<file path="config.mk">
export PLATFORM = sky130hd
export DESIGN_NAME = dmem_responder
export DESIGN_NICKNAME = d
export VERILOG_FILES = /design/src/rtl/dmem_responder.sv
export SDC_FILE = /design/constraint.sdc
export NUM_CORES = 2
export LEC_CHECK = 0
export CAP_MARGIN = 25
export CORE_AREA = 2 2 731 733
export CTS_BUF_LIST = sky130_fd_sc_hd__clkbuf_2
export DETAILED_ROUTE_END_ITERATION = 6
export DIE_AREA = 0 0 733 735
export HOLD_SLACK_MARGIN = 0.05
export PLACE_DENSITY = 0.41
export SYNTH_ARGS = -nofsm -noshare
export SYNTH_HDL_FRONTEND = slang
export SYNTH_SLANG_ARGS = --single-unit
</file>
<file path="constraint.sdc">
create_clock -name clk -period 7.4 [get_ports clk]
set_input_delay 1.11 -clock clk [delete_from_list [all_inputs] [get_ports clk]]
set_output_delay 1.11 -clock clk [all_outputs]
set_load 0.01 [all_outputs]
</file>
<file path="src/rtl/dmem_responder.sv">
// dmem_responder: single-outstanding data-memory responder with a fixed wait
// latency. It accepts one aligned read or write while idle and stalls the
// pipeline until the response. After LATENCY wait cycles it either returns
// read data (rd_valid) or commits the store (wr_done).
//
// Ports:
//   clk, rst_n           clock, asynchronous active-low reset
//   dm_rd_en, dm_wr_en   read / write request (held while stall is high)
//   addr, wr_data        byte address (word index addr[AW:1]), store data
//   stall                combinational; high while a request is outstanding
//   rd_data              last read result, held until the next read completes
//   rd_valid, wr_done    one-cycle completion pulses in the response cycle
//   err                  one-cycle pulse per cycle a bad request is presented
//   busy                 high while an access is in flight (WAIT or RESP)
module dmem_responder #(
  parameter int unsigned LATENCY = 4,
  parameter int unsigned AW      = 8
) (
  input  logic          clk,
  input  logic          rst_n,
  input  logic          dm_rd_en,
  input  logic          dm_wr_en,
  input  logic [15:0]   addr,
  input  logic [15:0]   wr_data,
  output logic          stall,
  output logic [15:0]   rd_data,
  output logic          rd_valid,
  output logic          wr_done,
  output logic          err,
  output logic          busy
);

  localparam int unsigned DW    = 16;
  localparam int unsigned CW    = 4;
  localparam int unsigned DEPTH = 1 << AW;

  typedef enum logic [1:0] {
    IDLE = 2'd0,
    WAIT = 2'd1,
    RESP = 2'd2
  } state_t;

  state_t          state;
  state_t          state_nxt;
  logic [CW-1:0]   cnt;
  logic            op_wr;
  logic [AW-1:0]   idx_q;
  logic [DW-1:0]   data_q;
  logic [DW-1:0]   mem [DEPTH];

  logic            req;
  logic            bad;
  logic            accept;
  logic            unused_addr;

  // Upper address bits are intentionally ignored; the word index wraps.
  assign unused_addr = &{1'b0, addr[15:AW+1]};

  // Request classification; accept/err are gated by rst_n so every output
  // reads zero while reset is held, even with a request on the inputs.
  assign req    = dm_rd_en | dm_wr_en;
  assign bad    = (dm_rd_en & dm_wr_en) | (req & addr[0]);
  assign accept = rst_n & (state == IDLE) & req & ~bad;

  // State register.
  always_ff @(posedge clk or negedge rst_n) begin
    if (!rst_n) begin
      state <= IDLE;
    end else begin
      state <= state_nxt;
    end
  end

  // Next-state logic.
  always_comb begin
    state_nxt = state;
    case (state)
      IDLE: if (accept) state_nxt = WAIT;
      WAIT: if (cnt == CW'(1)) state_nxt = RESP;
      RESP: state_nxt = IDLE;
      default: state_nxt = IDLE;
    endcase
  end

  // Output decode; completion pulses come straight from the RESP state.
  always_comb begin
    stall    = 1'b0;
    err      = 1'b0;
    busy     = 1'b0;
    rd_valid = 1'b0;
    wr_done  = 1'b0;
    case (state)
      IDLE: begin
        stall = accept;
        err   = rst_n & bad;
      end
      WAIT: begin
        stall = 1'b1;
        busy  = 1'b1;
      end
      RESP: begin
        busy     = 1'b1;
        rd_valid = ~op_wr;
        wr_done  = op_wr;
      end
      default: ;
    endcase
  end

  // Request latch, wait counter and read-data register. Read data is loaded
  // on the edge entering RESP so it is already valid during the rd_valid cycle.
  always_ff @(posedge clk or negedge rst_n) begin
    if (!rst_n) begin
      cnt     <= '0;
      op_wr   <= 1'b0;
      idx_q   <= '0;
      data_q  <= '0;
      rd_data <= '0;
    end else begin
      case (state)
        IDLE: begin
          if (accept) begin
            cnt    <= CW'(LATENCY);
            op_wr  <= dm_wr_en;
            idx_q  <= addr[AW:1];
            data_q <= wr_data;
          end
        end
        WAIT: begin
          cnt <= cnt - CW'(1);
          if ((cnt == CW'(1)) && !op_wr) begin
            rd_data <= mem[idx_q];
          end
        end
        RESP: begin
          cnt <= '0;
        end
        default: ;
      endcase
    end
  end

  // Storage array, not reset. A reset during WAIT/RESP forces IDLE
  // asynchronously, so an aborted write never reaches this port.
  always_ff @(posedge clk) begin
    if ((state == RESP) && op_wr) begin
      mem[idx_q] <= data_q;
    end
  end

endmodule

</file>
======== Word-level counts from Yosys, hierarchy flattened ========
Memories as Yosys holds them, arrays and structs flattened. A register that Yosys moved wholly into a read port is not among the register bits.
Index checks and enable logic that the tools add are counted.
word-level totals
  register bits ........................... 31
  RAM bits ................................ 4096
  memories ................................ 1
cells by class
  add/subtract/negate cells ............... 1
  equal/unequal tests ..................... 5
  muxes and demuxes ....................... 12
  bitwise gates (word level) .............. 10
  reduce and logical (&&, ||, !) cells .... 11
memories
  memory  depth  bits a word  rd ports  clocked after memory_dff  write ports  line  source
  mem     256    16           1         1                         1            49    logic [DW-1:0] mem [DEPTH];
operators with widths
  cell                 count
  $pmux 4 s3           1
  $reduce_and 2->1     4
  $and 1x1->1          6
  $mux 1               6
  $eq 4x1->1 const B   1
  $mux 2               2
  $mux 4               1
  $ne 2x2->1 const B   2
  $pmux 2 s2           1
  $sub 4x1->4 const B  1
  $reduce_bool 3->1    1
  $eq 2x1->1 const B   1
  $eq 2x2->1 const B   1
  $logic_and 1x1->1    2
  $logic_not 1->1      2
  $logic_not 2->1      1
  $not 1->1            2
  $or 1x1->1           2
  $pmux 1 s2           1
  $reduce_or 2->1      1

======== Longest topological paths before layout ========
  depth after elaboration ................. 7
  mapped depth ............................ 13
  gate-level depth less buffers ........... 9

======== Worst setup path after synthesis ========
No wires, ideal clock.
  kind .................................... register -> register
  from .................................... register data_q[0]
  to ...................................... memory mem[0][0], data pin
  setup time .............................. 804 ps
  arrival time ............................ 3183 ps
  required time ........................... 6596 ps
  slack ................................... 3413 ps
  stages on the path, launching flop included .. 1
  period minus slack after synthesis ...... 3987 ps
  path through ............................ dfrtp_1
RTL lines
  item                      line  source
  start: declaration        48    logic [DW-1:0] data_q;
  start signal: assignment  126   data_q <= wr_data;
  end: declaration          49
No word-level cell before the write port.

======== Final worst setup path ========
  from .................................... input port rst_n
  to ...................................... output port stall
on the way
  word-level cells in the longest chain between the ends .. 4
RTL lines
  item                      line  source
  start: declaration        20    input logic rst_n,
  $and 1x1->1 (3 in a row)  63    assign accept = rst_n & (state == IDLE) & req & ~bad;
  $pmux 1 s2                92    case (state)
  end: declaration          25    output logic stall,
No other way between the ends.

==> impl_metrics.py <==
metrics = {
    "critical_path": {
        "crit_fanout": 48,
        "startpoint_type": "input port",
        "required_ps": 6290,
        "rr_worst_depth": 9,
        "cp.arrival_ps": 5270,
        "critPathKind": "in2out",
        "reg2reg_slack_ps": 2190,
        "timing.rr.end": "rd_data[7]$_DFFE_PN0P_",
        "r2r-start": "idx_q[1]$_DFFE_PN0P_",
        "critPathCaptureType": "output port",
    },
    "timing": {
        "final_hold_viol_count": 0,
        "post-route-worst-setup-slack_ps": 1020,
        "slew_viol_final": 80,
        "worst_slew_pin_slew_ps": 1680,
        "slew-limit-headroom_pct": -12.1,
        "min_period_ps": 6380,
        "setup_tns_ps": 0,
        "rsz0062_at_grt": "no",
        "min_period_over_period_pct": 86.2,
        "hold_slack_ps": 555,
        "fmax_mhz": 157,
        "finalSetupViolCount": 0,
        "clock_skew_ps": 219,
    },
    "clock_network": {
        "ctsHoldBuffers": 109,
        "cts.sinks": 4143,
        "htree_levels": 7,
        "numCtsBuffers": 1185,
        "clock_tree.buffer_depth": 5,
        "cts_resized": 0,
        "clk_transition_reported_paths_ps": 110,
        "post_cts_buffers": 0,
        "root_buffer": "clkbuf_2",
        "insertion_delay_ps": 2410,
        "cts_tree": "built",
    },
    "yosys": {
        "ys_ff_latch": 4143,
        "yosysTopAreaCell": "edfxtp_1",
        "synth-main-ff-cell": "edfxtp_1",
        "async_flop_share_pct": 1.13,
        "netlist_instances": 7197,
        "ys_seq_area_share_pct": 78.1,
        "syn-cell-area_mm2": 0.159,
        "synth.distinct_cells": 65,
        "synth_edf_count": 4096,
        "syn-num-nets": 7239,
        "synth_top_area_share_pct": 77.4,
        "yosys-top-cells-area": "edfxtp_1, mux4_2, mux2i_1",
        "yosysWarningCount": 0,
        "synth.avg_cell_area_um2": 22.1,
    },
    "drt": {
        "drcViolationCount": 0,
        "highest_layer": "met4",
        "postRouteAntennaNets": 0,
        "drtPass1Iterations": 5,
        "route.met2.wl_um": 249000,
        "routedWlPerCell_um": 31.4,
        "wl_met1_um": 221000,
        "vias_per_cell": 5.06,
        "drt_iter0_drc": 8108,
        "wl_met3_um": 32400,
        "wirelength_um": 514000,
        "via_count": 82800,
    },
    "hold_path": {
        "whs_path_depth": 2,
        "hold_end": "cnt[3]$_DFFE_PN0P_",
        "min-delay-start": "cnt[3]$_DFFE_PN0P_",
        "hp-class": "reg2reg",
    },
    "power": {
        "p_per_area_mw_per_mm2": 367,
        "max-vdd-ir-drop_v": 0.000297,
        "p_total_uw": 66800,
        "leakage_uw": 0.0584,
    },
    "cells_and_area": {
        "finalInstanceArea_mm2": 0.182,
        "nets": 8635,
        "fill_cells": 50700,
        "drive_above_1_share_pct": 37.6,
        "areaGrowthSynthToFinish_pct": 14.7,
    },
    "place": {
        "dpl_cell_area_mm2": 0.172,
        "globalplace.congestion": 0.793,
        "dpl_worst_slack_ps": 2170,
        "hpwlAfterDp_um": 304000,
        "place.port_buffers": 49,
    },
    "grt": {
        "grt_pass1_wl_um": 705000,
        "first_global_vias": 87000,
        "antenna_found_initial": 49,
        "grt_usage_pct": 19.0,
        "grt_overflow": 0,
        "grt_max_degree": 185,
    },
    "die": {
        "ioPinCount": 57,
        "die-height_um": 735,
        "design.die.area_mm2": 0.539,
        "initial_utilization_pct": 29.9,
        "dieWidth_um": 733,
        "core_mm2": 0.531,
        "num_rows": 268,
    },
    "flow_run": {
        "maxCapViolations": 0,
    },
    "status": {
        "failed_checks": "slew limit",
        "status": "complete, but fails checks",
    },
}
-- layout make-up --
cell class	count	area (µm²)	area share (%)
antenna	26	65.1	0.0357
clock buffer	1685	8430	4.63
clock inverter	235	1020	0.559
inverter	10	48.8	0.0268
multi-input combinational	2630	33500	18.4
sequential	4143	124000	68.2
tap	7020	8780	4.82
timing repair buffer	623	6140	3.37
-- how the worst max path moves through the flow --
stage                          startpoint                      end  slack (ps)
global route                        rst_n                    stall         900
finish                              rst_n                    stall        1020
floorplan           data_q[0]$_DFFE_PN0P_      mem[0][0]$_DFFE_PP_        3410
global placement     idx_q[1]$_DFFE_PN0P_  rd_data[10]$_DFFE_PN0P_        2030
detailed placement   idx_q[2]$_DFFE_PN0P_  rd_data[10]$_DFFE_PN0P_        2170
CTS                                 rst_n                    stall        1030
-- where the power goes --
part / switching, µW / total, µW / internal [µW]
registers: 1220 / 30300 / 29100
clock network: 9550 / 15700 / 6140
logic: 13800 / 20800 / 6980
-- cells in the mapped netlist, types with 54 or more instances --
library cell / instances
mux4_2: 997
o21ai_0: 54
nand2_1: 305
buf_2: 128
a22oi_1: 70
clkbuf_1: 160
edfxtp_1: 4096
o22ai_1: 157
buf_4: 71
nor3_1: 71
mux2i_1: 263
nor2_1: 279
a21oi_1: 63
-- per-layer routing --
metal | GRT usage [%] | up-vias
met2 | 30.9 | 3239
met1 | 25.3 | 45000
li1 | - | 33900
met4 | 5.94 | 0
met3 | 4.41 | 696
met5 | 0 | -
-- cell families (layout without fill, tap and decap cells) --
group,count (synthesis),count (layout),share of synthesized area [%]
and+or+nand+nor,794,794,2.14
xor gates and xnor gates,1,1,0.00551
other,0,26,0
DFF,4143,4143,78.1
AOI/OAI and AO/OA,538,538,2.33
adders and majority gates,6,6,0.0472
buffers and inverters,424,2553,1.37
muxes,1291,1291,16.0
-- cells in the final DEF (no fill, tap or decap), drive strengths merged, types with 22 or more instances in the layout --
master | synthesis | routed
edfxtp | 4096 | 4096
clkbuf | 161 | 1686
mux4 | 997 | 997
buf | 253 | 466
nand2 | 305 | 305
nor2 | 279 | 279
mux2i | 263 | 263
clkinv | 0 | 214
o22ai | 157 | 157
dlygate4sd3 | 0 | 108
nor3 | 71 | 71
a22oi | 70 | 70
a21oi | 63 | 63
o21ai | 61 | 61
nand3 | 49 | 49
clkdlybuf4s50 | 0 | 48
dfrtp | 47 | 47
a32oi | 36 | 36
mux2 | 31 | 31
inv | 10 | 27
diode | 0 | 26
nor4 | 23 | 23
a211oi | 22 | 22
-- flip-flops by register name (all words and copies together), names as in the netlist --
name / cells
state: 2
idx_q: 8
cnt: 4
mem: 4096
op_wr: 1
rd_data: 16
data_q: 16
-- worst max-delay path, cell delays in order --
cell	delay [ps]
dlygate4sd3_1	520
dlygate4sd3_1	550
dlygate4sd3_1	560
buf_4	110
dlygate4sd3_1	630
buf_16	300
nand2_1	160
or3_1	330
buf_4	270
nand2b_1	130
clkdlybuf4s50_1	570
-- per-stage QoR --
step                      utilization [%]  cells
after floorplan                         -   7197
after global placement               32.1  14200
after detailed placement             32.3  14300
after CTS                            34.3  16300
after global routing                 34.3  16400
final                                34.3  16400
No activity file was read; power rests on OpenSTA's default activity.
